## config.mk

```make
export PLATFORM = sky130hd
export DESIGN_NAME = mc_core_param
export DESIGN_NICKNAME = d
export VERILOG_FILES = /design/src/rtl/mc_core_param.sv
export SDC_FILE = /design/constraint.sdc
export NUM_CORES = 1
export LEC_CHECK = 0
export CAP_MARGIN = 20
export CORE_ASPECT_RATIO = 2
export CORE_MARGIN = 2
export CORE_UTILIZATION = 61
export DETAILED_ROUTE_END_ITERATION = 8
export GPL_ROUTABILITY_DRIVEN = 0
export PLACE_DENSITY = 0.81
export SYNTH_ARGS = -nofsm -noshare
export SYNTH_HDL_FRONTEND = slang
export SYNTH_SLANG_ARGS = --single-unit
```

## constraint.sdc

```tcl
create_clock -name clk -period 4.8 [get_ports clk]
set_clock_uncertainty 0.15 [all_clocks]
set_input_delay 0.48 -clock clk [delete_from_list [all_inputs] [get_ports clk]]
set_output_delay 0.48 -clock clk [all_outputs]
set_load 0.03 [all_outputs]
```

## src/rtl/mc_core_param.sv

```systemverilog
// mc_core_param: parametrised multicycle load/store core with a ready-based
// unified memory port (wait states supported).
// Optional build macro: MC_CORE_PERF_EN adds cycle/retired-instruction counters;
// without it perf_cycles/perf_retired are tied to zero.
module mc_core_param #(
  parameter int              DW       = 16,
  parameter int              AW       = 16,
  parameter int              NREG     = 16,
  parameter logic [AW-1:0]   RESET_PC = {AW{1'b0}}
) (
  input  logic          clk,
  input  logic          rst,
  output logic          mem_req,
  output logic          mem_we,
  output logic [AW-1:0] mem_addr,
  output logic [DW-1:0] mem_wdata,
  input  logic [DW-1:0] mem_rdata,
  input  logic          mem_ready,
  output logic          halted,
  output logic [2:0]    state_dbg,
  output logic [31:0]   perf_cycles,
  output logic [31:0]   perf_retired
);

  localparam int RW = (NREG > 1) ? $clog2(NREG) : 1;
  localparam logic [AW-1:0] PC_INC = {{(AW-1){1'b0}}, 1'b1};

  localparam logic [3:0] OP_ADD  = 4'h0;
  localparam logic [3:0] OP_SUB  = 4'h1;
  localparam logic [3:0] OP_AND  = 4'h2;
  localparam logic [3:0] OP_OR   = 4'h3;
  localparam logic [3:0] OP_ADDI = 4'h4;
  localparam logic [3:0] OP_LW   = 4'h5;
  localparam logic [3:0] OP_SW   = 4'h6;
  localparam logic [3:0] OP_BEQZ = 4'h7;
  localparam logic [3:0] OP_BNEZ = 4'h8;
  localparam logic [3:0] OP_JMP  = 4'h9;
  localparam logic [3:0] OP_HALT = 4'hF;

  typedef enum logic [2:0] {
    S_FETCH  = 3'd0,
    S_DECODE = 3'd1,
    S_EXEC   = 3'd2,
    S_MEM    = 3'd3,
    S_WB     = 3'd4,
    S_HALT   = 3'd5
  } state_t;

  state_t          state_r, state_n;
  logic [AW-1:0]   pc_r, addr_hold_r, target_s;
  logic [15:0]     ir_r;
  logic [DW-1:0]   a_r, b_r, alu_out_r, mdr_r, wdata_hold_r, alu_s;
  logic [DW-1:0]   regs_r [NREG];
  logic [3:0]      op_s;
  logic [RW-1:0]   ra_s, rb_s, rc_s;
  logic            use_ra_s, taken_s;

  // Sign extension goes through a 64-bit intermediate so any legal width works.
  function automatic logic [DW-1:0] sext8_dw(input logic [7:0] v);
    logic [63:0] t;
    t = {{56{v[7]}}, v};
    return t[DW-1:0];
  endfunction

  function automatic logic [AW-1:0] sext8_aw(input logic [7:0] v);
    logic [63:0] t;
    t = {{56{v[7]}}, v};
    return t[AW-1:0];
  endfunction

  function automatic logic [AW-1:0] sext12_aw(input logic [11:0] v);
    logic [63:0] t;
    t = {{52{v[11]}}, v};
    return t[AW-1:0];
  endfunction

  assign op_s     = ir_r[15:12];
  assign ra_s     = ir_r[8 +: RW];
  assign rb_s     = ir_r[4 +: RW];
  assign rc_s     = ir_r[0 +: RW];
  assign use_ra_s = (op_s == OP_ADDI) || (op_s == OP_SW) ||
                    (op_s == OP_BEQZ) || (op_s == OP_BNEZ);

  // State register; reset returns to FETCH and abandons any open transaction.
  always_ff @(posedge clk or negedge rst) begin
    if (!rst) state_r <= S_FETCH;
    else      state_r <= state_n;
  end

  // Next-state logic; memory states wait on mem_ready.
  always_comb begin
    state_n = state_r;
    case (state_r)
      S_FETCH:  if (mem_ready) state_n = S_DECODE; else state_n = S_FETCH;
      S_DECODE: state_n = S_EXEC;
      S_EXEC: begin
        case (op_s)
          OP_ADD, OP_SUB, OP_AND, OP_OR, OP_ADDI: state_n = S_WB;
          OP_LW, OP_SW:                           state_n = S_MEM;
          OP_HALT:                                state_n = S_HALT;
          default:                                state_n = S_FETCH;
        endcase
      end
      S_MEM: begin
        if (!mem_ready)         state_n = S_MEM;
        else if (op_s == OP_SW) state_n = S_FETCH;
        else                    state_n = S_WB;
      end
      S_WB:    state_n = S_FETCH;
      S_HALT:  state_n = S_HALT;
      default: state_n = S_FETCH;
    endcase
  end

  // ALU result and branch target; LW/SW addresses are zero-extended into ALUOut.
  always_comb begin
    alu_s    = '0;
    taken_s  = 1'b0;
    target_s = pc_r;
    case (op_s)
      OP_ADD:  alu_s = a_r + b_r;
      OP_SUB:  alu_s = a_r - b_r;
      OP_AND:  alu_s = a_r & b_r;
      OP_OR:   alu_s = a_r | b_r;
      OP_ADDI: alu_s = a_r + sext8_dw(ir_r[7:0]);
      OP_LW:   alu_s[AW-1:0] = a_r[AW-1:0];
      OP_SW:   alu_s[AW-1:0] = b_r[AW-1:0];
      OP_BEQZ: begin
        taken_s  = (a_r == '0);
        target_s = pc_r + sext8_aw(ir_r[7:0]);
      end
      OP_BNEZ: begin
        taken_s  = (a_r != '0);
        target_s = pc_r + sext8_aw(ir_r[7:0]);
      end
      OP_JMP: begin
        taken_s  = 1'b1;
        target_s = pc_r + sext12_aw(ir_r[11:0]);
      end
      default: alu_s = '0;
    endcase
  end

  // Datapath registers: PC, IR, operand latches, ALUOut, MDR, register file.
  always_ff @(posedge clk or negedge rst) begin
    if (!rst) begin
      pc_r         <= RESET_PC;
      ir_r         <= 16'h0000;
      a_r          <= '0;
      b_r          <= '0;
      alu_out_r    <= '0;
      mdr_r        <= '0;
      addr_hold_r  <= '0;
      wdata_hold_r <= '0;
      for (int i = 0; i < NREG; i++) regs_r[i] <= '0;
    end else begin
      addr_hold_r  <= mem_addr;
      wdata_hold_r <= mem_wdata;
      case (state_r)
        S_FETCH: begin
          if (mem_ready) begin
            ir_r <= mem_rdata[15:0];
            pc_r <= pc_r + PC_INC;
          end
        end
        S_DECODE: begin
          a_r <= use_ra_s ? regs_r[ra_s] : regs_r[rb_s];
          b_r <= (op_s == OP_SW) ? regs_r[rb_s] : regs_r[rc_s];
        end
        S_EXEC: begin
          alu_out_r <= alu_s;
          if (taken_s) pc_r <= target_s;
        end
        S_MEM: begin
          if (mem_ready && (op_s == OP_LW)) mdr_r <= mem_rdata;
        end
        S_WB: begin
          // r0 is never written, so it keeps reading zero
          if (ra_s != '0) regs_r[ra_s] <= (op_s == OP_LW) ? mdr_r : alu_out_r;
        end
        default: ;
      endcase
    end
  end

  // Memory port; request is gated by rst so reset drops it without waiting for a clock.
  always_comb begin
    mem_req   = 1'b0;
    mem_we    = 1'b0;
    mem_addr  = addr_hold_r;
    mem_wdata = wdata_hold_r;
    if (state_r == S_FETCH) begin
      mem_req  = rst;
      mem_addr = pc_r;
    end else if (state_r == S_MEM) begin
      mem_req  = rst;
      mem_we   = rst & (op_s == OP_SW);
      mem_addr = alu_out_r[AW-1:0];
      if (op_s == OP_SW) mem_wdata = a_r;
      else               mem_wdata = wdata_hold_r;
    end else begin
      mem_req = 1'b0;
    end
  end

  assign halted    = (state_r == S_HALT);
  assign state_dbg = state_r;

`ifdef MC_CORE_PERF_EN
  logic        retire_s;
  logic [31:0] cyc_cnt_r, ret_cnt_r;

  // An instruction retires on the transition out of its final state.
  always_comb begin
    retire_s = ((state_r == S_EXEC) && ((state_n == S_FETCH) || (state_n == S_HALT))) ||
               ((state_r == S_MEM) && (state_n == S_FETCH)) ||
               (state_r == S_WB);
  end

  // Free-running performance counters, frozen once halted.
  always_ff @(posedge clk or negedge rst) begin
    if (!rst) begin
      cyc_cnt_r <= 32'd0;
      ret_cnt_r <= 32'd0;
    end else begin
      if (state_r != S_HALT) cyc_cnt_r <= cyc_cnt_r + 32'd1;
      if (retire_s)          ret_cnt_r <= ret_cnt_r + 32'd1;
    end
  end

  assign perf_cycles  = cyc_cnt_r;
  assign perf_retired = ret_cnt_r;
`else
  assign perf_cycles  = 32'd0;
  assign perf_retired = 32'd0;
`endif

endmodule

```

# Word-level counts from Yosys, hierarchy flattened
# Memory sizes are Yosys's and may differ from the RTL's.
# Cells that the tools add are included.
# totals
in_bits	19
memories	1
out_inout_bits	102
register_bits	387
wordCells	109
rom_bits	48
# memory_table
memory	depth	width	read_ports	rd_ports_with_merged_regs	write_ports	line_no	source
(name not given)	16	3	1	0	0	97	case (op_s)
# classes
addsub	6
n_bitwise	6
reduce_logical	16
magnitude_cmp	4
eq_ne	17
mux	34
# ops
cell	count
two-way mux 16 bit	17
bitwise mux 256 bit	1
binary-select mux 16 bit (select 4 bit)	3
case mux 16 bit (7 select lines)	1
adder 16 bit	4
demux 16 bit (select 4 bit)	1
case mux 16 bit (2 select lines)	2
adder 16 x 1 -> 16 bit, second input constant	1
bitwise AND 16 bit	1
== test 4 x 3 -> 1 bit, second input constant	4
zero test 16 bit	1
OR 16 bit	1
nonzero test 16 bit	1
subtractor 16 bit	1
>= comparator 5 bit, second input constant	3
inverter 4 -> 5 bit	3
case mux 3 bit (5 select lines)	1
== test 4 x 2 -> 1 bit, second input constant	2
== test 4 bit, second input constant	2
== test 3 x 2 -> 1 bit, second input constant	2
== test 3 bit, second input constant	2
two-way mux 3 bit	2
AND reduction 2 bit	3
less-than comparator 5 x 1 -> 1 bit, second input constant	1
other kinds (15)	23

# Logic depth before layout (Yosys ltp)
# logic_depth
ltp_word	6
ltp_mapped	17

# Least setup slack after synthesis
# Ideal clock, no wire load.
# synth_path
path_kind	register to register
startpoint	register ir_r[13]
endpoint	register alu_out_r[8]
n_path_buf	1
synth_period_minus_slack_ns	3.581
setup_slack_ns	1.219
required_time_ns	4.530
t_arrival_ns	3.311
path_stages_with_launch	15
path_cell_list	dfrtp_1 inv_1 ha_1 or3b_1 nand2b_1 clkbuf_1 o21ai_0 fa_1 a21o_1 a21oi_1 o21bai_1 a2111oi_0 nor3_1 xor2_1 a31o_1
# synth_via
elab_chain_len	2
word_cells_on_any_way	8
cone_classes	eq/ne (6); mux (1); reduce/logical (1)
# synth_rtl
element	line_no	source
from (decl)	51	logic [15:0] ir_r;
from (signal assigned)	162	ir_r <= mem_rdata[15:0];
== test 4 x 3 -> 1 bit, or another cell as far along	120	case (op_s)
case mux 16 bit (7 select lines) *	120	
to (signal assigned)	171	alu_out_r <= alu_s;
to (decl)	52	logic [DW-1:0] a_r, b_r, alu_out_r, mdr_r, wdata_hold_r, alu_s;
# Every way passes the cells marked *; elsewhere a longest branch is shown, timed or not.
# A chain may end at the register's enable or synchronous reset.

# Final worst setup path
# layout_path
startpoint	register ir_r[12]
endpoint	register alu_out_r[8]
# The elaborated chain is that of the path after synthesis.

==> summary.md <==
| Metric | Value |
|---|---|
| Status | complete, no violations |
| Fill cells | 2622 |
| Cell Area, Synth | between 20000 and 25000 um2 |
| Syn_area_per_cell | ~11 um2 |
| Hold path cells | 0 |
| Post-CTS Setup Inserts | 0 |
| Maxcap violations | 0 |
| WL final | about 65000 um |
| Post_cts resized | 0 |
| Reg clk slew, reported paths | about 70 ps |
| Crit start category | flop |
| Worst slack, placed | between 500 and 600 ps |
| Register area | 9700 um2 |
| Sum Neg Setup Slack | 0 ps |
| Post-CTS Hold Buffers | 1 |
| Area share of the largest cell type after synthesis | 0.418 |
| Layout cells sized above 1 | 0.211 |
| Ys async rst share | 1.00 |
| Endpoints failing hold | 0 |
| TritonCTS buffer count | 37 |
| Overall Power | between 0.015 and 0.02 W |
| Chip Height | 280 um |
| Setup Viol. Count Final | 0 |
| First-pass GRT wire length | between 100000 and 150000 um |
| CTS HTree Levels | 2 |
| Gate power share | 0.506 |
| Type of the worst setup path | flop to flop |
| FP Rows | around 100 |
| Area Growth Syn to Fin | 8.72% |
| Num ports | around 120 |
| Tightest Pin Transition | roughly 1200 ps |
| Vias in the first global route | between 15000 and 20000 |
| Largest area contributor in the netlist | dfrtp_1 |
| Pins Over Slew Limit | 0 |
| Die span in x | 142 um |
| Slew Limit Headroom | 0.225 |
| Static Leak | between 10 and 15 nW |
| Clk network pwr share | 0.173 |
| Drt wl/cell | 26.1 um |
| Switching share of power | 0.425 |
| Nets | ~2100 |
| Clk sinks | 387 |
| Number of antenna diodes | 0 |
| Cell Pwr Density | about 750 nW/um2 |
| Hold Crit Class | flop to flop |
| CP max FO | 15 |
| Final WS setup | ~470 ps |
| Root Driver | clkbuf_16 |
| Largest net degree at the start of global routing | 145 |
| Unrepaired setup endpoints after global routing | no |
| Starting DRC count in detailed routing | 1829 |
| Count of different cell masters after synthesis | a little over 70 |
| Starting Density | 0.615 |
| Synth Flop Type | dfrtp_1 |
| WP data arrival | 4620 ps |
| Top cells by count, synth | 387 x dfrtp_1, 240 x mux4_2, 214 x a21oi_1 |
| First-pass DRT Iterations | 6 |
| Top cells by area, synth | dfrtp_1 42%, mux4_2 23%, a21oi_1 4.6% |
| Tcrit/Tclk final | 0.903 |
| CTS tree | yes |
| DP HPWL | between 40000 and 50000 um |
| # DRC | 0 |
| Post-synth EDFFs | 0 |
| F_max | 231 MHz |
| Sequential share of the synthesized area | 0.418 |
| Antenna-violating nets left | 0 |
| Die area | 39700 um2 |
| Core area | roughly 38000 um2 |
| Vias/cell | around 7 |
| FF+latch count, synth | about 390 |
| Max VDD drop | 795 uV |
| Worst Path Required | roughly 5000 ps |
| Cells after Synth | 2027 |
| PortBufs | between 50 and 60 |
| Longest Clk Path Bufs | 3 |
| Flop pwr share | 0.320 |
| Net Sw Power | roughly 0.0080 W |
| Multi-input gate area | between 10000 and 15000 um2 |
| Worst reg2reg path depth | 14 |
| Global route overflow | 0 |
| Worst-skew pair later-pin latency | approximately 560 ps |
| Global-route usage over all layers | 0.338 |
| Minimum clock period after layout | approximately 4300 ps |
| Yosys Warn Count | 0 |
| CP Capture Type | flop |
| Most frequent cell after synthesis | dfrtp_1 |
| Vias | 17359 |
| Initial antenna violation count | 0 |
| Pint | about 0.011 W |
## through the flow
stage	hold slack [ps]	cell area [um2]	utilization	std cells
final	270	25200	0.669	2494
after global routing	287	25200	0.669	2494
after CTS	268	25200	0.668	2492
after detailed placement	253	23800	0.632	2424
after global placement	245	23800	0.632	2424
after floorplan	34.4	23400	-	2090
## layout by cell type (no fill, tap or decap), types with 10 or more instances in the layout
cell type	count
a21o_1	19
a21oi_1	214
buf_4	57
clkbuf_16	39
clkdlybuf4s50_1	55
conb_1	64
dfrtp_1	381
ha_1	38
inv_1	15
mux2_1	14
mux2_2	38
mux2i_1	64
mux4_2	240
nand2_1	186
nand2b_1	11
nor2_1	198
nor2b_1	11
nor3_1	14
o21ai_0	164
xnor2_1	19
xor2_1	10
## power by group through the flow
stage / Sequential [W] / Clock, W / Combinational [W]
after floorplan: 0.00512 / 0 / 0.00752
after global placement: 0.00592 / 0 / 0.00906
after detailed placement: 0.00601 / 0 / 0.00928
after CTS: 0.00598 / 0.00328 / 0.00938
after global routing: 0.00618 / 0.00340 / 0.0102
final: 0.00604 / 0.00327 / 0.00954
## routing by layer
metal	track usage	wire length [um]	vias to the layer above
met4	0.241	5490	0
met1	0.424	22300	8568
met3	0.0655	6540	323
met5	0	0	-
met2	0.529	30800	1135
li1	-	-	7333
## sequential cells by signal, summed over array words and instances (netlist names)
| signal | flops |
|---|---|
| regs_r | 256 |
| alu_out_r | 16 |
| wdata_hold_r | 16 |
| b_r | 16 |
| pc_r | 16 |
| addr_hold_r | 16 |
| state_dbg | 3 |
| a_r | 16 |
| mdr_r | 16 |
| ir_r | 16 |
## critical path, cell delays in order (launching register included)
cell,delay (ps)
dfrtp_1,400
inv_1,100
ha_1,220
and3b_1,410
nand2b_1,490
o21ai_0,180
a221o_1,340
ha_1,330
a21o_1,200
a21oi_1,310
o21bai_1,130
a2111oi_0,440
nor3_1,130
xor2_1,160
a31o_1,220
## final cells by class
class,instances,share of cell area
clock buffer,52,0.0427
timing repair buffer,119,0.0441
inverter,15,0.00224
sequential,387,0.385
clock inverter,15,0.0104
tap,463,0.0230
multi-input combinational,1443,0.492
## worst paths after layout
path                            slack [ps]      endpoint   startpoint
worst max-delay path                   470  alu_out_r[8]     ir_r[12]
worst min-delay path                   270   regs_r[251]  regs_r[251]
worst max register to register         470  alu_out_r[8]     ir_r[12]
worst min register to register         270   regs_r[251]  regs_r[251]
max in group asynchronous             2960       ir_r[4]          rst
min in group asynchronous              310    regs_r[94]          rst
## kinds of logic after synthesis
group           after synthesis  synth area share
simple gates                482            0.0887
compound gates              471             0.115
xor+xnor                     29            0.0110
fa+ha+maj                    40            0.0223
flops                       387             0.418
buf+inv                     260            0.0585
other cells                   1          0.000162
mux                         357             0.287
No activity file was read; power rests on OpenSTA's default activity.
